`src/rtl/uart_pkg.sv`:
```
// uart_pkg: shared UART data width and byte type.
package uart_pkg;
    localparam int UART_DATA_W = 8;
    typedef logic [UART_DATA_W-1:0] uart_byte_t;
endpackage

```
`src/rtl/uart_sync2.sv`:
```
// uart_sync2: two-flop synchroniser with a selectable reset value.
module uart_sync2 #(
    parameter logic RST_VAL = 1'b0
) (
    input  logic clk,
    input  logic rst,
    input  logic d,
    output logic q
);
    logic s1;
    always_ff @(posedge clk or negedge rst) begin
        if (!rst) begin
            s1 <= RST_VAL;
            q  <= RST_VAL;
        end else begin
            s1 <= d;
            q  <= s1;
        end
    end
endmodule

```
`src/rtl/uart_rx_fifo.sv`:
```
// uart_rx_fifo: FWFT byte FIFO fed by the UART receiver's character-ready level.
// UART_RX_FIFO_THRESH_IRQ_EN adds a registered threshold/overrun interrupt.
module uart_rx_fifo
    import uart_pkg::*;
#(
    parameter int DEPTH = 16,
    localparam int AW = $clog2(DEPTH)
) (
    input  logic                   clk,
    input  logic                   rst,
    input  logic                   rx_rdy,
    input  logic [UART_DATA_W-1:0] rx_data,
    input  logic                   rd_en,
    input  logic                   clr_ovr,
    output logic [UART_DATA_W-1:0] rd_data,
    output logic                   empty,
    output logic                   full,
    output logic [AW:0]            count,
    output logic                   overrun
`ifdef UART_RX_FIFO_THRESH_IRQ_EN
    ,
    input  logic [AW:0]            thresh,
    output logic                   irq
`endif
);
    logic s2, s3, push_req, pop, push, ovf, ovr_next;
    logic [AW:0] wr_ptr, rd_ptr, wr_next, rd_next;
    uart_byte_t mem [DEPTH];

    // Synchroniser resets high so a level already up at reset release is not seen as a new character.
    uart_sync2 #(.RST_VAL(1'b1)) u_sync (
        .clk (clk),
        .rst (rst),
        .d   (rx_rdy),
        .q   (s2)
    );

    always_ff @(posedge clk or negedge rst) begin
        if (!rst) s3 <= 1'b1;
        else s3 <= s2;
    end

    assign push_req = s2 & ~s3;
    assign empty    = wr_ptr == rd_ptr;
    assign full     = (wr_ptr[AW-1:0] == rd_ptr[AW-1:0]) && (wr_ptr[AW] != rd_ptr[AW]);
    assign count    = wr_ptr - rd_ptr;
    assign rd_data  = empty ? '0 : mem[rd_ptr[AW-1:0]];
    assign pop      = rd_en & ~empty;
    assign push     = push_req & (~full | pop);
    assign ovf      = push_req & full & ~pop;
    assign wr_next  = wr_ptr + {{AW{1'b0}}, push};
    assign rd_next  = rd_ptr + {{AW{1'b0}}, pop};
    assign ovr_next = ovf | (overrun & ~clr_ovr);

    always_ff @(posedge clk) begin
        if (push) mem[wr_ptr[AW-1:0]] <= rx_data;
    end

    always_ff @(posedge clk or negedge rst) begin
        if (!rst) begin
            wr_ptr  <= '0;
            rd_ptr  <= '0;
            overrun <= 1'b0;
        end else begin
            wr_ptr  <= wr_next;
            rd_ptr  <= rd_next;
            overrun <= ovr_next;
        end
    end

`ifdef UART_RX_FIFO_THRESH_IRQ_EN
    logic [AW:0] count_next;
    assign count_next = wr_next - rd_next;
    always_ff @(posedge clk or negedge rst) begin
        if (!rst) irq <= 1'b0;
        else irq <= (count_next >= thresh) | ovr_next;
    end
`endif
endmodule

```
`config.mk`:
```
export PLATFORM = sky130hd
export DESIGN_NAME = uart_rx_fifo
export DESIGN_NICKNAME = d
export VERILOG_FILES = /design/src/rtl/uart_pkg.sv /design/src/rtl/uart_sync2.sv /design/src/rtl/uart_rx_fifo.sv
export SDC_FILE = /design/constraint.sdc
export NUM_CORES = 1
export LEC_CHECK = 0
export BUFFER_PORTS_ARGS = -buffer_cell sky130_fd_sc_hd__buf_2
export CAP_MARGIN = 0
export CORE_MARGIN = 1
export CORE_UTILIZATION = 45
export DETAILED_ROUTE_END_ITERATION = 7
export SLEW_MARGIN = 20
export SYNTH_ARGS = -nofsm -noshare
export SYNTH_HDL_FRONTEND = slang
export SYNTH_SLANG_ARGS = --single-unit
```
`constraint.sdc`:
```
create_clock -name clk -period 3 [get_ports clk]
set_input_delay 0.15 -clock clk [delete_from_list [all_inputs] [get_ports clk]]
set_output_delay 0.15 -clock clk [all_outputs]
set_load 0.05 [all_outputs]
```
==> results.txt, run 1 <==
The flow ran to the end, and the final reports show no timing, DRC or antenna violations. In this run the power density over the cells is 1107 nW/um^2. Measured along the x axis, the die boundary spans 115.4 um.

Between clock sinks in the finished design, the worst skew comes to 8.238 ps. The final worst-path cycle share was 85.34%; the share of total power consumed by net switching was 37.84%. The clock reaches the later pin of the worst-skew pair after 420 ps. After the first detailed-routing iteration, the DRC count stood at 213. The worst setup path is captured at a primary output.

The delay of the slowest cell on the worst path works out to 520 ps. Sequential elements use 72.56% of the synthesized area. The buffer depth of the longest clock path was 2; the fraction of the core area covered by cells at the end of the flow was 54.70%.

The logs give 0.8041 for the final weighted congestion of routability-driven global placement and 4.732 mW for the cell-internal power. The tools report the number of nets in the synthesized netlist as 319. TritonCTS sink count: 142.

The most common flop cell mapped by yosys was sky130_fd_sc_hd__edfxtp_1. Counting I/O delays and the setup requirement, the final critical path takes 2560 ps. In the synthesized netlist the async set-or-reset flop fraction comes to 9.859%. Of all nets on the critical path, the largest fanout is 8. For the design area, the log shows 6875 sq um. The via count of the first global-routing pass is 2922.

The net count of the finished layout is 379. In this run the core area contains 41 standard-cell rows. The pin count of the biggest net entering global routing was 34; the total global routing overflow was 0.

Number of H-tree branching levels: 4. The core region is 12570 sq um. The run gives 0 as the count of max-cap constraint violations.

Count of unique library cells instantiated by Yosys: 35. Overall power consumption: 7.612 mW. A synthesized cell averages 19.48 sq um.

Summed over all nets, the switching power comes to 2.880 mW. The logs give 28.6% for the clock group share of total power and 0 for the count of yosys warnings during synthesis. Of the total power, registers draw 32.4%.

Counting stages on the worst path, the most repeated cell is sky130_fd_sc_hd__inv_1. Worst-case headroom to the max-slew limit: 68.02%. Global routing consumed, over all layers together, 19.29% of the routing resources.

The tools report the total count of max-transition violations in the final report as 0. The root buffer cell chosen for the clock tree is sky130_fd_sc_hd__clkbuf_16. The number of antenna violations at the first check in global routing was 0.

The signal on the critical path passes through inv_1 > ha_1 > fa_1 > inv_1 > a21o_1 > a21oi_1 > xnor2_1 > buf_2. For the worst setup path, the data required time is 2850 ps. For this run, design rule violations remaining after detail routing come to 0. The final hold slack was 122.8 ps. For this design, the slowest cell found on the critical path is sky130_fd_sc_hd__dfrtp_1. The run gives 0 as the setup violation total in the final timing report. The port buffer count is 28. The routed length per placed instance works out to 20.99 um. The first detailed-routing pass took 5 iterations. The path class of the tightest hold or removal check is in -> reg. The initial utilization of the core area, before any placement, comes to 46.03%. Part of the power in combinational logic: 39.1%. Synthesized flop and latch total: 142. The total count of hold-check failures in the final report was 0; the diode insertion count for antenna repair was 0. The top cell types in the final layout, fill and taps aside, are sky130_fd_sc_hd__edfxtp_1, sky130_fd_sc_hd__buf_2, sky130_fd_sc_hd__mux4_2. The critical path contains buffers and inverters numbering 3 combined. The synthesized netlist occupies a cell area of 5786 sq um.

Including well taps, the total number of placed cells is 507. Number of synthesized flops with an enable pin: 128. Among cell families on the critical path, the largest total delay comes from adder cells. TritonCTS built the clock tree.

The floorplan step defined a die boundary enclosing 13310 sq um. After clock tree synthesis, the clock-pin slew on the worst setup and hold paths is 60 ps. In the final timing run, aggregate negative setup slack is 0 ps. Cells with a size suffix above 1 make up 32.16% of the layout. The upper clock frequency limit is 390.6 MHz. Summing all placed instances gives a cell area of 6226 sq um.

For this block, the via count after detailed routing is 2892. The total leakage power was 2.453 nW; the arrival time of data at the critical path endpoint was 2410 ps. By startpoint and endpoint, the worst setup path is classified as reg -> out. For the final HPWL from detailed placement, the log shows 7333 um.

The library cell used most frequently in the layout, excluding fill and tap cells, is sky130_fd_sc_hd__edfxtp_1. Using the TritonRoute via totals, the vias-per-cell ratio works out to 5.336. The count of nets left with antenna violations once routing finished came out at 0. 29 I/O pins were placed. Summed over all layers, the routed wires come to 11380 um. The layout overhead on the synthesized area works out to 18.84%.

Setup repair after global routing left no endpoint under its margin. Measured along the y axis, the die boundary spans 115.4 um. Fill cells in the final layout number 984. The category of the worst setup path launch point was a register. The measured slew at the worst slew-check pin is 479.2 ps.

Timing analysis after detailed placement gives a worst setup slack of 526.9 ps. The run gives 439.9 ps as the least setup slack across all paths after layout. The first global-routing pass estimated 17460 um of wire. The non-filler instance count after layout came out at 542.

Counting the buffers created by CTS gives 17. IR analysis of the VDD net gives a maximum drop of 631.4 uV. The cell count after synthesis came out at 297.
layer usage:
layer	vias up	global-route usage [%]	part of all wire, %	wire, um
met5	-	0	0	0
met2	72	29.86	49	5568
met4	0	8.398	2.1	240
met3	17	5.535	5.7	645
li1	1306	-	-	-
met1	1497	25.60	43	4925
Yosys cell counts, types with 2 or more instances:
library cell / n / area [sq um]
sky130_fd_sc_hd__buf_12: 2 / 40.04
sky130_fd_sc_hd__nor2_1: 8 / 30.03
sky130_fd_sc_hd__a21o_1: 2 / 15.01
sky130_fd_sc_hd__mux4_1: 5 / 131.4
sky130_fd_sc_hd__mux4_2: 27 / 608.1
sky130_fd_sc_hd__a21oi_1: 2 / 10.01
sky130_fd_sc_hd__nand3_1: 4 / 20.02
sky130_fd_sc_hd__mux2i_1: 7 / 70.07
sky130_fd_sc_hd__nand2_1: 20 / 75.07
sky130_fd_sc_hd__a211oi_1: 7 / 52.55
sky130_fd_sc_hd__nor3_1: 10 / 50.05
sky130_fd_sc_hd__clkbuf_1: 2 / 7.510
sky130_fd_sc_hd__buf_2: 3 / 15.01
sky130_fd_sc_hd__buf_6: 4 / 45.04
sky130_fd_sc_hd__dfstp_2: 3 / 78.83
sky130_fd_sc_hd__inv_1: 11 / 41.29
sky130_fd_sc_hd__xor2_1: 3 / 26.28
sky130_fd_sc_hd__ha_1: 8 / 100.1
sky130_fd_sc_hd__nor4_1: 3 / 18.77
sky130_fd_sc_hd__dfrtp_1: 11 / 275.3
sky130_fd_sc_hd__xnor2_1: 7 / 61.31
sky130_fd_sc_hd__edfxtp_1: 128 / 3844
sky130_fd_sc_hd__and3_1: 8 / 50.05
logic make-up after synthesis:
group / count (synthesis) / synth area share (%)
flops: 142 / 72.56
simple gates: 59 / 5.018
mux: 39 / 13.99
buf+inv: 24 / 2.768
compound gates: 13 / 1.795
xor+xnor: 11 / 1.795
fa+ha+maj: 9 / 2.076
layout make-up:
cell class / instances / area [sq um] / share of cell area [%]
inverter: 12 / 45.04 / 0.6551
sequential: 142 / 4199 / 61.07
clock inverter: 14 / 190.2 / 2.766
multi-input combinational: 131 / 1449 / 21.07
timing repair buffer: 53 / 347.8 / 5.059
clock buffer: 18 / 429.2 / 6.242
tap: 172 / 215.2 / 3.130
worst register-to-register path: cells and delay by family (launching register included):
family                   cells  cell delay, ps
buffers and inverters        2             290
AND/OR/NAND/NOR              2             320
adder cells (fa/ha/maj)      3             800
XOR/XNOR                     1             120
AO/OA/AOI/OAI                1             350
flip-flops                   1             530
final timing paths:
kind / start / to / slack (ps) / cells after the start
hold / removal: rx_data[6] / mem[6][6] / 120 / 1
setup / recovery: wr_ptr[0] / count[4] / 440 / 8
setup reg to reg: wr_ptr[3] / wr_ptr[4] / 520 / 9
min in group asynchronous: rst / overrun / 160 / 2
hold reg to reg: u_sync.s1 / u_sync.q / 360 / 0
max in group asynchronous: rst / u_sync.s1 / 2540 / 2
timing repair:
item                                   in CTS  in global routing
buffers inserted                            0                  0
hold buffers                                3                  0
resized for setup                           0                  0
endpoints found under the hold margin      16                  0
power by group through the flow:
stage	combinational, mW	clock [mW]	sequential (mW)
after CTS	3.00	2.21	2.46
after detailed placement	2.99	0	2.50
final	2.97	2.18	2.46
after global routing	3.17	2.29	2.48
after global placement	2.99	0	2.50
after floorplan	2.36	0	2.46
sequential cells by signal (all words and copies together) (netlist names):
| register | flops |
|---|---|
| overrun | 1 |
| u_sync.q | 1 |
| wr_ptr | 5 |
| mem | 128 |
| rd_ptr | 5 |
| u_sync.s1 | 1 |
| s3 | 1 |
No activity file was read; power rests on OpenSTA's default activity.
==> run 2, diff against run 1 <==
RECOVER_POWER = 100   (was default)
==> run 2 against run 1 <==
  * Clock skew rose by 1.2 ps
  * Highest routed layer unchanged
  * Flip-flop and latch count did not move
  * Count of clock-buffer cells in the layout did not move
  * Final cell count did not move
  * Core utilization fell by 0.72 points
==> results.txt, run 2 (synthesis results as in run 1) <==
The run finished with clean final reports. The worst setup path is of the reg -> reg kind. The run gives 46.03% (unchanged) as the initial core utilization.

The clock period minus worst slack is 2709 ps (+149.1 ps). The tree is rooted in a sky130_fd_sc_hd__clkbuf_16. The run gives 622.2 uV (-1.5%) as the worst IR drop on VDD. TritonCTS built the clock tree. The layout overhead on the synthesized area is 17.28%. For the pin count of the biggest net entering global routing, the log shows 34 (unchanged). The post-detailed-placement cell area came out at 6226 sq um (unchanged).

Final-layout setup total negative slack: 0 ps (unchanged). The TritonCTS sink count is 142 (unchanged). The latest clock arrival within the worst-skew pair came out at 410 ps (about the same). For the first-pass detailed-route iteration total, the log shows 5 (unchanged). The logs give 11340 um (-0.36%) for the total wire length and 29 (unchanged) for the count of pins on the block boundary.

The total count of max-transition violations in the final report is 0 (unchanged). Setup repair after global routing left no endpoint under its margin. For the switching power, the log shows 2.880 mW (about the same). For this design, the slowest cell found on the critical path is sky130_fd_sc_hd__clkbuf_1. The run gives 2887 (-0.17%) as the total via count in the routed design. The critical-path maximum fanout was 10 (+2).

The path class of the tightest hold or removal check is in -> reg. The area of the die came out at 13310 sq um (unchanged). The total routing usage reported by global routing was 19.29% (unchanged). The total count of hold-check failures in the final report is 0 (unchanged). The number of gates resized after cts was 0 (unchanged).

The net count reported at finish is 379 (unchanged), and the sequential share of power is 32.5% (about the same). Traced cell by cell, the critical path runs through inv_2 > ha_1 > nand4_1 > o311ai_2 > buf_4 > nor4_1 > clkbuf_1. The worst-case clock skew is 9.389 ps (+1.151 ps).

The library cell used most frequently in the layout, excluding fill and tap cells, is sky130_fd_sc_hd__edfxtp_1. The top cell family by delay on the critical path was buffers and inverters. The total leakage power is 2.344 nW (-4.4%). The final hold slack was 164.3 ps (+41.53 ps); the CTS clock-pin slew for the worst setup and hold paths was 60 ps (about the same). Leaving out fill and tap cells, the most frequent cells in the layout are sky130_fd_sc_hd__edfxtp_1, sky130_fd_sc_hd__clkbuf_1, sky130_fd_sc_hd__mux4_2. The category of the worst setup path launch point is a register. The overall power consumption was 7.561 mW (-0.67%); the setup violation total in the final timing report was 0 (unchanged). The via count of the first global-routing pass was 2922 (unchanged); the placement row count was 41 (unchanged). The tools report the count of max-cap constraint violations as 0 (unchanged). The run gives 4 (unchanged) as the number of H-tree branching levels. The required time reported for the critical path endpoint was 3040 ps (+190 ps); the final weighted congestion of routability-driven global placement was 0.8041 (unchanged). First-pass GRT wire length: 17460 um (unchanged). The tools report the post-placement worst setup slack as 526.9 ps (unchanged). The number of remaining DRC errors was 0 (unchanged). The port buffer count was 28 (unchanged). The measured slew at the worst slew-check pin is 822.0 ps (+342.8 ps). The die width is 115.4 um (unchanged), and the count of buffering cells on the critical path with inverters included is 3 (unchanged). For the design area, the log shows 6785 sq um (-1.3%). The arrival time of data at the critical path endpoint is 2750 ps (+340 ps), and the buffer depth of the longest clock path is 2 (unchanged).

The diode insertion count for antenna repair came out at 0 (unchanged). The final worst-path cycle share is 90.31% (+5.0 points), and the total global routing overflow is 0 (unchanged). The post-detailed-route count of antenna-violating nets is 0 (unchanged), and the initial detailed-routing violation count is 217 (+1.9%). The clock group share of total power is 28.8% (+0.2 points), and the clock buffer count from CTS is 17 (unchanged). The final HPWL from detailed placement came out at 7333 um (unchanged). The mean number of vias per cell was 5.327 (-0.17%); the routed length per placed instance was 20.92 um (-0.36%). The number of flip-flops in the largest register is 128 (unchanged). The floorplan core area is 12570 sq um (unchanged), and the share of total power consumed by net switching is 38.09% (+0.25 points). The run gives 45.20% (-23 points) as the worst-case headroom to the max-slew limit. For the cell-internal power, the log shows 4.681 mW (-1.1%). The number of antenna violations at the first check in global routing is 0 (unchanged), and the overall die height is 115.4 um (unchanged). The least setup slack across all paths after layout is 290.8 ps (-149.1 ps), and the upper clock frequency limit is 369.1 MHz (-5.5%).

The endpoint type of the worst setup path is a register. The tools report the part of the power in combinational logic as 38.7% (-0.4 points). The power per cell area came out at 1114 nW/um^2 (+0.65%).

The layout cell share with drive strength beyond 1 works out to 22.97% (-9.2 points). Delay of the slowest cell on the worst path: 560 ps (+40 ps).
==> run 2: cell types whose count changed in the layout (fill, tap and decap cells not counted), sizes merged <==
| cell | previous run | this run |
|---|---|---|
| buf | 50 | 11 |
| clkbuf | 18 | 57 |
==> run 2: final cells by class <==
class	count	area, sq um
fillers	1010	5783
well taps	172	215.2
repair buffers	53	275.3
inverters	12	45.04
clock buffers	18	429.2
flip-flops and latches	142	4199
clock inverters	14	190.2
multi-input cells	131	1431
==> run 2: through the flow <==
stage	std cells	utilization [%]
floorplan	297	-
global placement	507	49.54
detailed placement	507	49.54
CTS	542	54.70
global route	542	53.99
finish	542	53.99
==> run 2: repair_timing <==
item,4_1_cts,5_1_grt
buffers inserted,0,0
endpoints found under the hold margin,16,0
hold buffers,3,0
==> run 2: worst paths after layout <==
| path | start | end | slack, ps | cells past startpoint |
|---|---|---|---|---|
| max reg2reg | rd_ptr[3] | mem[6][0] | 290 | 7 |
| min | rd_en | rd_ptr[0] | 160 | 3 |
| max | rd_ptr[3] | mem[6][0] | 290 | 7 |
| max in group asynchronous | rst | rd_ptr[0] | 2090 | 2 |
| min in group asynchronous | rst | overrun | 340 | 2 |
| min reg2reg | u_sync.s1 | u_sync.q | 360 | 0 |
==> run 2: power by group through the flow <==
| stage | Sequential (mW) | Combinational (mW) | Clock (mW) |
|---|---|---|---|
| after floorplan | 2.46 | 2.36 | 0 |
| after global placement | 2.50 | 2.99 | 0 |
| after detailed placement | 2.50 | 2.99 | 0 |
| after CTS | 2.46 | 3.00 | 2.21 |
| after global routing | 2.48 | 3.13 | 2.29 |
| final | 2.46 | 2.93 | 2.17 |
==> run 2: metal layers <==
metal / vias to the layer above / GRT usage (%) / wire (um)
li1: 1311 / - / -
met1: 1489 / 25.60 / 4870
met2: 76 / 29.86 / 5668
met3: 11 / 5.535 / 642
met4: 0 / 8.398 / 157
met5: - / 0 / 0
==> run 2: worst register-to-register path, delay by kind of cell (launching register included) <==
kind	cells	cell delay, ps
adders and majority gates	1	330
AOI/OAI and AO/OA	1	130
DFF	1	400
and+or+nand+nor	2	500
buffers and inverters	3	980
==> run 3, diff against run 2 <==
CTS_CLUSTER_DIAMETER = 120   (was default)
SYNTH_HIERARCHICAL = 1   (was default)
==> run 3 against run 2 <==
  * Clock power about the same
  * Cell area unchanged
  * Flip-flop and latch count unchanged
  * Clock skew down 1.9 ps
  * Worst hold slack about the same
  * Global-route usage unchanged
  * Sequential power about the same
  * Power about the same
  * Non-clock buffer count unchanged
  * Synthesized cell count unchanged
  * Sequential share of layout area unchanged
  * Die area unchanged
==> results.txt, run 3 <==
The logs give 0 (unchanged) for the diode insertion count for antenna repair and 0 (unchanged) for the number of gates resized after cts. The top cell types in the final layout, fill and taps aside, are sky130_fd_sc_hd__edfxtp_1, sky130_fd_sc_hd__clkbuf_1, sky130_fd_sc_hd__mux4_2. The run gives 1431 sq um (unchanged) as the multi-input logic area.

On the critical path, the stage with the largest delay is an instance of sky130_fd_sc_hd__dfrtp_1. The worst IR drop on VDD is 626.8 uV (+0.74%), and the post-synthesis cell count is 297 (unchanged). The overall die height came out at 115.4 um (unchanged). The total via count in the routed design is 2873 (-0.48%). The TritonCTS sink count is 142 (unchanged).

The clock period minus worst slack works out to 2723 ps (+13.77 ps). The post-detailed-placement cell area is 6226 sq um (unchanged), and the port buffer count is 28 (unchanged). The number of H-tree branching levels was 4 (unchanged). The CTS clock-pin slew for the worst setup and hold paths is 60 ps (about the same), and the number of remaining DRC errors is 0 (unchanged). For the fraction of the core area covered by cells at the end of the flow, the log shows 53.99% (unchanged). For the total count of hold-check failures in the final report, the log shows 0 (unchanged). The mean number of vias per cell works out to 5.301 (-0.48%). The layout cell share with drive strength beyond 1 is 22.97% (unchanged), and the count of pins on the block boundary is 29 (unchanged). The synthesized flop and latch total came out at 142 (unchanged).

The tools report the upper clock frequency limit as 367.3 MHz (-0.51%). The tools report the endpoint type of the worst setup path as a register. STA classifies the critical path startpoint as a register. The critical path start-end classification was reg -> reg. The total count of max-transition violations in the final report is 0 (unchanged), and the die width is 115.4 um (unchanged). The commonest cells after synthesis are sky130_fd_sc_hd__edfxtp_1, sky130_fd_sc_hd__mux4_2, sky130_fd_sc_hd__nand2_1, sky130_fd_sc_hd__dfrtp_1, sky130_fd_sc_hd__inv_1. By area the synthesized netlist is led by sky130_fd_sc_hd__edfxtp_1, sky130_fd_sc_hd__mux4_2, sky130_fd_sc_hd__dfrtp_1. The tools report the required time reported for the critical path endpoint as 3060 ps (+20 ps).

The arrival time of data at the critical path endpoint was 2790 ps (+40 ps); the routed length per placed instance was 21.07 um (+0.71%). Layout overhead on the synthesized area: 17.28% (unchanged). Path type of the worst min-delay path: in -> reg.

The most numerous cell in the Yosys netlist is sky130_fd_sc_hd__edfxtp_1. The first-pass GRT wire length is 17460 um (unchanged), and the measured slew at the worst slew-check pin is 820.9 ps (-1.060 ps). The tools report the final HPWL from detailed placement as 7333 um (unchanged). Sequential cell area: 4199 sq um (unchanged). Setup repair after global routing left no endpoint under its margin.

The number of flip-flops in the largest register was 128 (unchanged). Number of antenna violations at the first check in global routing: 0 (unchanged). The worst-case clock skew was 7.527 ps (-1.863 ps); the floorplan core area was 12570 sq um (unchanged). The total global routing overflow was 0 (unchanged); the count of yosys warnings during synthesis was 6 (+6).

The number of synthesized flops with an enable pin is 128 (unchanged), and the net count reported at finish is 379 (unchanged). The post-synthesis average cell area was 19.48 sq um (unchanged). For the post-detailed-route count of antenna-violating nets, the log shows 0 (unchanged). The placement row count is 41 (unchanged). Most common library cell in the layout ignoring fill and taps: sky130_fd_sc_hd__edfxtp_1. The tools report the setup violation total in the final timing report as 0 (unchanged). The top cell family by delay on the critical path is buffers and inverters.

The pin count of the biggest net entering global routing was 34 (unchanged). The total routing usage reported by global routing came out at 19.29% (unchanged). The buffer depth of the longest clock path came out at 2 (unchanged). The most common flop cell mapped by yosys is sky130_fd_sc_hd__edfxtp_1. The top cell type's share of synthesized area is 66.44% (unchanged), and the first-pass detailed-route iteration total is 4 (-1). The run finished with clean final reports.

The area of the die was 13310 sq um (unchanged). The final worst-path cycle share was 90.76% (+0.46 points). The critical-path maximum fanout works out to 10 (unchanged).

Walking the worst path, the cells encountered are inv_2 > ha_1 > nand4_1 > o311ai_2 > buf_4 > or3_1 > nor3_2 > clkbuf_1. The logs give 72.56% (unchanged) for the proportion of synthesized chip area in sequential cells and 35 (unchanged) for the count of unique library cells instantiated by Yosys. The worst-case headroom to the max-slew limit was 45.27% (+0.071 points). The run gives 5786 sq um (unchanged) as the cell area after synthesis. The count of max-cap constraint violations is 0 (unchanged). The clock buffer count from CTS is 17 (unchanged), and the instance count after placement with tap cells included is 507 (unchanged). The tools report the non-filler instance count after layout as 542 (unchanged). The clock tree root buffer cell was sky130_fd_sc_hd__clkbuf_16. The total wire length is 11420 um (+0.71%), and the final hold slack is 164.0 ps (-0.2820 ps).

The count of buffering cells on the critical path with inverters included was 3 (unchanged); the design area was 6785 sq um (unchanged). The initial core utilization came out at 46.03% (unchanged). Summed over all instances, the cell type with the most area after synthesis is sky130_fd_sc_hd__edfxtp_1. The total leakage power was 2.344 nW (unchanged); the initial detailed-routing violation count was 198 (-8.8%). TritonCTS built the clock tree. Latest clock arrival within the worst-skew pair: 410 ps (about the same). The number of nets in the synthesized netlist was 319 (unchanged); the power per cell area was 1115 nW/um^2 (about the same). The async set-reset flop share out of synthesis is 9.859% (unchanged).

The final-layout setup total negative slack is 0 ps (unchanged). For the final weighted congestion of routability-driven global placement, the log shows 0.8041 (unchanged). The via count of the first global-routing pass was 2922 (unchanged); the number of filler cells placed in the layout was 1010 (unchanged).

The delay of the slowest cell on the worst path came out at 400 ps (-160 ps).
## run 3: layout make-up
class / count / area share [%]
Sequential cell: 142 / 61.88
Timing Repair Buffer: 53 / 4.057
Clock buffer: 18 / 6.325
Clock inverter: 14 / 2.803
Inverter: 12 / 0.6638
Multi-Input combinational cell: 131 / 21.10
Tap cell: 172 / 3.172
## run 3: worst paths after layout
| path | from | slack [ps] | end | cells after the start |
|---|---|---|---|---|
| worst max register to register | rd_ptr[3] | 280 | mem[2][5] | 8 |
| worst min register to register | u_sync/s1 | 360 | u_sync/q | 0 |
| worst max-delay path | rd_ptr[3] | 280 | mem[2][5] | 8 |
| min in group asynchronous | rst | 340 | overrun | 2 |
| max in group asynchronous | rst | 2090 | rd_ptr[0] | 2 |
| worst min-delay path | rd_en | 160 | rd_ptr[0] | 3 |
## run 3: per-layer routing
metal / vias to the layer above / share of wire, % / global-route usage, %
li1: 1311 / - / -
met1: 1473 / 43 / 25.60
met2: 77 / 50 / 29.86
met3: 12 / 5.9 / 5.535
met4: 0 / 1.4 / 8.398
met5: - / 0 / 0
## run 3: where the power goes
| group | leakage (nW) | internal, mW | total, mW | switching (mW) |
|---|---|---|---|---|
| logic | 0.724 | 0.962 | 2.93 | 1.97 |
| registers | 1.32 | 2.33 | 2.46 | 0.133 |
| clock network | 0.304 | 1.39 | 2.18 | 0.784 |
## run 3: kinds of logic (layout without fill, tap and decap cells)
| family | count (synthesis) | count (layout) | share of synthesized area [%] |
|---|---|---|---|
| compound gates | 13 | 13 | 1.795 |
| simple gates | 59 | 59 | 5.018 |
| mux | 39 | 39 | 13.99 |
| buf+inv | 24 | 97 | 2.768 |
| xor+xnor | 11 | 11 | 1.795 |
| flops | 142 | 142 | 72.56 |
| fa+ha+maj | 9 | 9 | 2.076 |
## run 3: tightest hold or removal path: stages
cell	delay [ps]
sky130_fd_sc_hd__buf_2	130
sky130_fd_sc_hd__nor2b_1	140
sky130_fd_sc_hd__ha_1	120
## run 3: metrics by stage
step / power, mW / setup slack (ps)
floorplan: 4.822 / 133.2
CTS: 7.679 / 404.4
finish: 7.565 / 277.1
detailed placement: 5.498 / 526.9
global route: 7.901 / 121.5
global placement: 5.493 / 546.4
## run 3: what timing repair did
| action | in CTS | in global routing |
|---|---|---|
| endpoints found under the hold margin | 16 | 0 |
| hold buffers | 3 | 0 |
| buffers inserted | 0 | 0 |
